File: config.mk
export PLATFORM = sky130hd
export DESIGN_NAME = fft8_frame_sequencer
export DESIGN_NICKNAME = d
export VERILOG_FILES = /design/src/rtl/fft8_pkg.sv /design/src/rtl/fft8_mag_serializer.sv /design/src/rtl/fft8_frame_sequencer.sv
export SDC_FILE = /design/constraint.sdc
export NUM_CORES = 1
export LEC_CHECK = 0
export CAP_MARGIN = 15
export CORE_ASPECT_RATIO = 0.6
export CORE_MARGIN = 2
export CORE_UTILIZATION = 51
export CTS_BUF_LIST = sky130_fd_sc_hd__clkbuf_8 sky130_fd_sc_hd__clkbuf_16
export DETAILED_ROUTE_END_ITERATION = 7
export GPL_ROUTABILITY_DRIVEN = 0
export GPL_TIMING_DRIVEN = 1
export PLACE_DENSITY_LB_ADDON = 0.25
export SETUP_SLACK_MARGIN = 0.3
export SYNTH_ARGS = -nofsm -noshare
export SYNTH_HDL_FRONTEND = slang
export SYNTH_HIERARCHICAL = 1
export SYNTH_SLANG_ARGS = --single-unit
File: constraint.sdc
create_clock -name clk -period 4.4 [get_ports clk]
set_clock_uncertainty 0.2 [all_clocks]
set_input_delay 0.66 -clock clk [delete_from_list [all_inputs] [get_ports clk]]
set_output_delay 0.66 -clock clk [all_outputs]
set_load 0.02 [all_outputs]
File: src/rtl/fft8_pkg.sv
// Shared types and constants for the 8-point FFT spectrogram path.
// Used by the frame sequencer, the FFT datapath top and the display writer.
package fft8_pkg;

   localparam int unsigned DW    = 12;
   localparam int unsigned NPTS  = 8;
   localparam int unsigned BIN_W = 3;

   typedef enum logic [1:0] {
      InFill,
      InSettle,
      InHold
   } in_state_t;

   typedef enum logic {
      OutIdle,
      OutDrain
   } out_state_t;

endpackage

File: src/rtl/fft8_mag_serializer.sv
// Captures the 8 FFT bin magnitudes and streams them out one bin per handshake.
// Owns the output buffer, read pointer, output FSM and the drained-frame counter.
module fft8_mag_serializer
   import fft8_pkg::*;
#(
   parameter int unsigned DW        = fft8_pkg::DW,
   parameter int unsigned MAG_SHIFT = 0
) (
   input  logic                 clk,
   input  logic                 rst_n,
   input  logic                 flush,
   input  logic                 capture,
   input  logic [NPTS*DW-1:0]   mag_bus,
   output logic                 free,
   output logic                 m_valid,
   input  logic                 m_ready,
   output logic [DW-1:0]        m_data,
   output logic [BIN_W-1:0]     m_bin,
   output logic                 m_last,
   output logic [15:0]          frame_cnt
);

   out_state_t            state;
   logic [NPTS*DW-1:0]    out_buf;
   logic [BIN_W-1:0]      rd_ptr;
   logic [DW-1:0]         cur_mag;
   logic                  hs;

   // Every output is a pure function of registered state, so it cannot move
   // while the display side stalls.
   assign cur_mag = out_buf[rd_ptr*DW +: DW];
   assign m_data  = cur_mag >> MAG_SHIFT;
   assign m_valid = (state == OutDrain);
   assign m_bin   = rd_ptr;
   assign m_last  = (rd_ptr == BIN_W'(NPTS - 1));
   assign hs      = m_valid && m_ready;

   // A new frame may be loaded when idle, or in the cycle the final bin leaves.
   assign free = !m_valid || (hs && m_last);

   always_ff @(posedge clk or negedge rst_n) begin
      if (!rst_n) begin
         state     <= OutIdle;
         out_buf   <= '0;
         rd_ptr    <= '0;
         frame_cnt <= '0;
      end else if (flush) begin
         state  <= OutIdle;
         rd_ptr <= '0;
      end else begin
         if (hs) begin
            rd_ptr <= rd_ptr + BIN_W'(1);
            if (m_last) begin
               frame_cnt <= frame_cnt + 16'd1;
               state     <= OutIdle;
            end
         end
         if (capture) begin
            out_buf <= mag_bus;
            rd_ptr  <= '0;
            state   <= OutDrain;
         end
      end
   end

endmodule

File: src/rtl/fft8_frame_sequencer.sv
// Collects 8-sample frames for the combinational FFT, waits for it to settle,
// then hands the bin magnitudes to the serializer for the display side.
module fft8_frame_sequencer
   import fft8_pkg::*;
#(
   parameter int unsigned DW        = fft8_pkg::DW,
   parameter int unsigned SETTLE    = 2,
   parameter int unsigned MAG_SHIFT = 0
) (
   input  logic                 clk,
   input  logic                 rst_n,
   input  logic                 flush,
   input  logic                 s_valid,
   output logic                 s_ready,
   input  logic [DW-1:0]        s_data,
   output logic [NPTS*DW-1:0]   fft_in,
   input  logic [NPTS*DW-1:0]   fft_mag,
   output logic                 m_valid,
   input  logic                 m_ready,
   output logic [DW-1:0]        m_data,
   output logic [BIN_W-1:0]     m_bin,
   output logic                 m_last,
   output logic [15:0]          frame_cnt
);

   localparam int unsigned CW = (SETTLE > 1) ? $clog2(SETTLE) : 1;

   in_state_t          in_state;
   logic [CW-1:0]      settle_cnt;
   logic [BIN_W-1:0]   wr_ptr;
   logic               s_hs;
   logic               ser_free;
   logic               capture;

   assign s_hs    = s_valid && s_ready;
   assign capture = (in_state == InHold) && ser_free && !flush;

   always_ff @(posedge clk or negedge rst_n) begin
      if (!rst_n) begin
         in_state   <= InFill;
         settle_cnt <= '0;
         wr_ptr     <= '0;
         fft_in     <= '0;
         s_ready    <= 1'b0;
      end else if (flush) begin
         in_state   <= InFill;
         settle_cnt <= '0;
         wr_ptr     <= '0;
         s_ready    <= 1'b1;
      end else begin
         case (in_state)
            InFill: begin
               s_ready <= 1'b1;
               if (s_hs) begin
                  fft_in[wr_ptr*DW +: DW] <= s_data;
                  wr_ptr                  <= wr_ptr + BIN_W'(1);
                  if (wr_ptr == BIN_W'(NPTS - 1)) begin
                     in_state   <= InSettle;
                     settle_cnt <= '0;
                     s_ready    <= 1'b0;
                  end
               end
            end
            InSettle: begin
               if (settle_cnt == CW'(SETTLE - 1)) begin
                  in_state <= InHold;
               end else begin
                  settle_cnt <= settle_cnt + CW'(1);
               end
            end
            InHold: begin
               // fft_in stays frozen here until the serializer can take the bins.
               if (capture) begin
                  in_state <= InFill;
                  s_ready  <= 1'b1;
               end
            end
            default: begin
               in_state <= InFill;
               s_ready  <= 1'b0;
            end
         endcase
      end
   end

   fft8_mag_serializer #(
      .DW        (DW),
      .MAG_SHIFT (MAG_SHIFT)
   ) u_serializer (
      .clk       (clk),
      .rst_n     (rst_n),
      .flush     (flush),
      .capture   (capture),
      .mag_bus   (fft_mag),
      .free      (ser_free),
      .m_valid   (m_valid),
      .m_ready   (m_ready),
      .m_data    (m_data),
      .m_bin     (m_bin),
      .m_last    (m_last),
      .frame_cnt (frame_cnt)
   );

endmodule

[Word-level counts from Yosys, hierarchy flattened]
Index checks and enable logic that the tools add are counted.
Storage, ports and cells
  logic and storage cells: 78
  bits in registers: 219
  bits in latches: 0
  input bits: 113
  memories: 0
  bits in read-only memories: 0
  memory bits (writable): 0
Operators by class
  reduce and logical (&&, ||, !) cells: 22
  magnitude comparators: 0
  equality and inequality tests: 9
  multiplexer cells: 27
  $add $sub $neg: 5
  bitwise gates (word level): 1
  div/mod/pow operators: 0
  shift operators: 3
  multiply operators: 2
Operators by type and width (count)
  $bwmux W96: 1
  $shift A12 B34 Y96 const A: 1
  $shiftx A12 B34 Y96: 1
  $shiftx A96 B8 Y12: 1
  $neg A7 Y34: 1
  $mux W3: 6
  $add A16 B1 Y16 const B: 1
  $mux W1: 12
  $ne A3 B3 Y1 const B: 4
  $mul A3 B2 Y5 const B: 2
  $mux W2: 5
  $reduce_and A3 Y1: 3
  $reduce_bool A3 Y1: 3
  $reduce_and A2 Y1: 4
  $add A3 B1 Y3 const B: 2
  $eq A3 B3 Y1 const B: 2
  $pmux W2 S3: 1
  $logic_and A1 B1 Y1: 5
  $reduce_and A4 Y1: 1
  $reduce_bool A2 Y1: 2
  $pmux W1 S3: 1
  $eq A2 B1 Y1 const B: 1
  $eq A2 B2 Y1 const B: 1
  $logic_not A1 Y1: 2
  other kinds (6): 6

[Longest topological paths before layout]
  word-level depth: 8
  depth in mapped cells: 14

[Cells and area by module]
Netlist, hierarchy kept.
By module, submodules not included
  fft8_frame_sequencer: times used 1, seq. area each 2577.5 um2, cells each 495, area each 5585.4 um2
  fft8_mag_serializer: times used 1, seq. area each 2902.8 um2, cells each 321, area each 5298.8 um2

[Worst setup path after synthesis]
Ideal clock, no wire load.
  kind: register -> register
  start point: reg wr_ptr[0]
  end point: reg fft_in[4]
  clock period less this slack: 3.776 ns
  cell stages (with the launch flop): 14
  path buffers: 4
  arrival time: 3.451 ns
  required time: 4.075 ns
  setup time: 0.125 ns
  path slack: 0.624 ns
  path through: dfrtp_1 > buf_2 > buf_1 > inv_1 > ha_1 > buf_2 > nand2b_1 > nor2_1 > ha_1 > clkbuf_1 > inv_1 > or3_1 > a21oi_1 > mux2_2
On the way
  cells in the longest elaborated chain, start to end: 4
  elaborated cells between the ends (all ways): 5
  classes of those cells: 1 x add/sub; 1 x mul; 2 x shift; 1 x mux
Ends and longest elaborated chain
  start, declared: line fft8_frame_sequencer.sv:30  | logic [BIN_W-1:0] wr_ptr;
  start signal, assigned: line fft8_frame_sequencer.sv:56  | wr_ptr <= wr_ptr + BIN_W'(1);
  $mul A3 B2 Y5 (*): line fft8_frame_sequencer.sv:55  | fft_in[wr_ptr*DW +: DW] <= s_data;
  $neg A7 Y34 (*): line fft8_frame_sequencer.sv:55
  $shiftx A12 B34 Y96 / $shift A12 B34 Y96 (equally long branches): line fft8_frame_sequencer.sv:55
  $bwmux W96 (*): line fft8_frame_sequencer.sv:55
  end signal, assigned by index: line fft8_frame_sequencer.sv:55
  end, declared: line fft8_frame_sequencer.sv:16  | output logic [NPTS*DW-1:0] fft_in,
Every way passes the cells marked *; elsewhere a longest branch is shown, timed or not.
A chain may end at the register's enable or synchronous reset.

[Worst setup path in the final report]
  start point: reg wr_ptr[1]
  end point: reg fft_in[4]
Same word-level chain as after synthesis.

==> flow_summary.yaml <==
synthesis:
  ys.flop_type: "dfrtp_1"
  synth_seq_cells: 219
  ys_types: 64
  syn_area_mm2: 0.01088
  syn_avg_cell_area_um2: 13.34
  synthesis.nets: 941
  yosysSeqAreaShare_pct: 50.35
  synth_top_cell_area_share_pct: 50.35
  netlist_instances: 816
  synth_area_leaders: "dfrtp_1 50%, mux2_2 20%, mux4_1 5.1%"
  yosysWarningCount: 6
  synth_edf_count: 0
  async_flop_share_pct: 100.0
  netlist.top_cell.by_area: "dfrtp_1"
run:
  cap_violations: 0
floorplanning:
  coreArea_mm2: 0.02098
  start_util_pct: 51.88
  die_area_mm2: 0.02257
  core.rowCount: 41
  die_h_um: 117.2
  die_x_um: 192.6
  io_pins: 243
drt:
  vias: 7762
  drc: 0
  ant_nets: 0
  drt_iter0_drc: 541
  drt_wl_total_um: 28120
  wl_per_cell_um: 20.83
  firstDrtPassIters: 7
  vias_per_cell: 5.750
layout:
  fill_cells: 1562
  drive_above_1_share_pct: 26.98
  syn2layout_area_growth_pct: 31.16
  diodes: 0
  fin_nets: 1184
clocking:
  cts_sinks: 219
  clock-root-buffer: "clkbuf_16"
  ctsHtreeMaxLevel: 1
  cts-buffers-inserted: 21
  cts_buffer_depth: 3
  ctsHoldBuffers: 0
  clk_pin_slew_ps: 60
  tritoncts: "built"
  clock_latency_ps: 490
global_routing:
  grt_pass1_vias: 7720
  gr-total-overflow: 0
  grt_pass1_wl_um: 43260
  antenna_found_initial: 1
  track_usage_pct: 25.06
  grt_max_degree: 107
placed_design:
  port_buffers: 242
  hpwl_um: 20870
critical_path:
  arrival_ps: 4070
  crit_required_ps: 4570
  cp_max_fo: 13
  end_kind: "flip-flop"
  worst-setup-path-type: "flip-flop to flip-flop"
  start_kind: "flip-flop"
power:
  peakVddDrop_mv: 0.2469
  power_density_mw_per_mm2: 344.3
  leakage_nw: 6.635
  fin_total_pwr_w: 0.004915
timing:
  min_period_ps: 3899
  tightestPinTransition_ps: 898.7
  finalMaxSlewViolations: 0
  fin_crit_sh_pct: 88.62
  hold_viol_final: 0
  fmax_mhz: 256.5
  rsz0062_at_grt: "false"
  finalSetupTns_ps: 0
  setup_viol: 0
  max_slew_margin_pct: 39.66
hold_path:
  min_path_type: "primary input to asynchronous set/reset pin"
outcome:
  status: "finished clean"
==> cell families (layout without fill, tap and decap cells) <==
kind of cell / count (synthesis) / count (layout) / synth area share [%]
adders and majority gates: 12 / 12 / 1.448
and+or+nand+nor: 179 / 179 / 9.289
muxes: 236 / 236 / 27.80
DFF: 219 / 219 / 50.35
AOI/OAI and AO/OA: 93 / 93 / 6.300
buffers and inverters: 52 / 307 / 2.598
xor gates and xnor gates: 25 / 25 / 2.219
==> layout make-up <==
cell class / count / area [µm²] / area share (%)
Sequential cell: 219 / 5480 / 38.39
Multi-Input combinational cell: 545 / 5165 / 36.18
Inverter: 9 / 33.78 / 0.2366
Timing Repair Buffer: 263 / 2626 / 18.40
Clock buffer: 25 / 580.6 / 4.067
Tap cell: 279 / 349.1 / 2.445
Clock inverter: 10 / 41.29 / 0.2892
==> repair_timing <==
item	CTS	global route
buffers inserted	0	0
gates resized for setup	0	6
endpoints found under the setup margin	0	24
endpoints found under the hold margin	0	0
==> worst paths after layout <==
| kind | endpoint | from | cells past startpoint | slack [ps] |
|---|---|---|---|---|
| setup / recovery | fft_in[4] | wr_ptr[1] | 10 | 500 |
| hold / removal | u_serializer/out_buf[21] | rst_n | 1 | 20 |
| setup reg to reg | fft_in[4] | wr_ptr[1] | 10 | 500 |
| hold reg to reg | u_serializer/frame_cnt[15] | u_serializer/frame_cnt[15] | 1 | 280 |
| max in group asynchronous | fft_in[5] | rst_n | 2 | 3020 |
| min in group clk | u_serializer/frame_cnt[15] | u_serializer/frame_cnt[15] | 1 | 280 |
==> sequential cells by signal, summed over array words and instances, names as in the netlist <==
| signal | count |
|---|---|
| s_ready | 1 |
| fft_in | 96 |
| u_serializer/m_bin | 3 |
| settle_cnt | 1 |
| in_state | 2 |
| u_serializer/frame_cnt | 16 |
| u_serializer/m_valid | 1 |
| u_serializer/out_buf | 96 |
| wr_ptr | 3 |
==> per-stage QoR <==
stage	cells	utilization (%)	worst slack, ps	area (µm²)	hold slack, ps
floorplan	816	-	624.0	10880	164.4
global placement	1314	64.89	602.2	13610	266.6
global route	1350	68.04	311.7	14280	79.51
CTS	1349	67.85	469.1	14240	49.33
finish	1350	68.04	500.9	14280	22.56
detailed placement	1314	64.89	483.7	13610	270.6
==> critical path, stage by stage, from the launching register on <==
cell	delay [ps]
dfrtp_1	440
ha_1	280
fa_1	500
buf_4	180
nand2b_1	170
nor2_1	60
ha_1	540
inv_1	240
or3_1	410
a21oi_1	380
mux2_2	380
==> where the power goes <==
group | leakage (nW) | switching, W | internal, W
combinational | 3.26 | 0.000606 | 0.000474
clock | 0.337 | 0.000733 | 0.000929
sequential | 3.04 | 0.0000612 | 0.00211
==> cell usage after synthesis, types with 2 or more instances <==
cell type / count
dfrtp_1: 219
mux2_2: 195
nand2_1: 40
nor2_1: 40
mux4_1: 21
nand3_1: 18
o21ai_0: 17
a21oi_1: 16
buf_2: 16
nor3_1: 15
xnor2_1: 14
clkbuf_1: 13
a32o_1: 12
nand4_1: 12
ha_1: 11
a21o_1: 9
a22oi_1: 9
buf_6: 9
mux2i_1: 9
a22o_1: 8
inv_1: 8
mux2_4: 8
nor2b_1: 8
xor2_1: 8
nand2b_1: 7
nor4_2: 7
a31oi_1: 6
and3_1: 6
buf_1: 5
and2_1: 3
mux4_2: 3
nor3_2: 3
a2bb2oi_1: 2
a32oi_1: 2
nor3b_1: 2
nor4_1: 2
nor4bb_1: 2
o211ai_1: 2
o21bai_1: 2
or3_4: 2
xnor2_2: 2
==> layout by cell type (no fill, tap or decap), drive strengths merged, types with 10 or more instances in the layout <==
cell	netlist	routed
xnor2	16	16
inv	8	15
ha	11	11
a32o	12	12
buf	30	21
o21ai	18	18
a21o	10	10
nor4	10	10
nor3	19	19
nand3	18	18
nand2	42	42
clkbuf	13	26
mux4	24	24
mux2	203	203
dfrtp	219	219
nand4	12	12
a21oi	16	16
clkdlybuf4s50	0	241
nor2	40	40
==> per-layer routing <==
metal	GRT usage (%)	vias up	share of wire (%)	wire (µm)
li1	-	3506	-	-
met1	39.08	3899	48	13630
met2	33.50	314	40	11240
met3	8.318	41	9.4	2656
met4	5.191	2	1.9	537
met5	1.496	-	0.17	49
(Power assumes the default switching activity.)
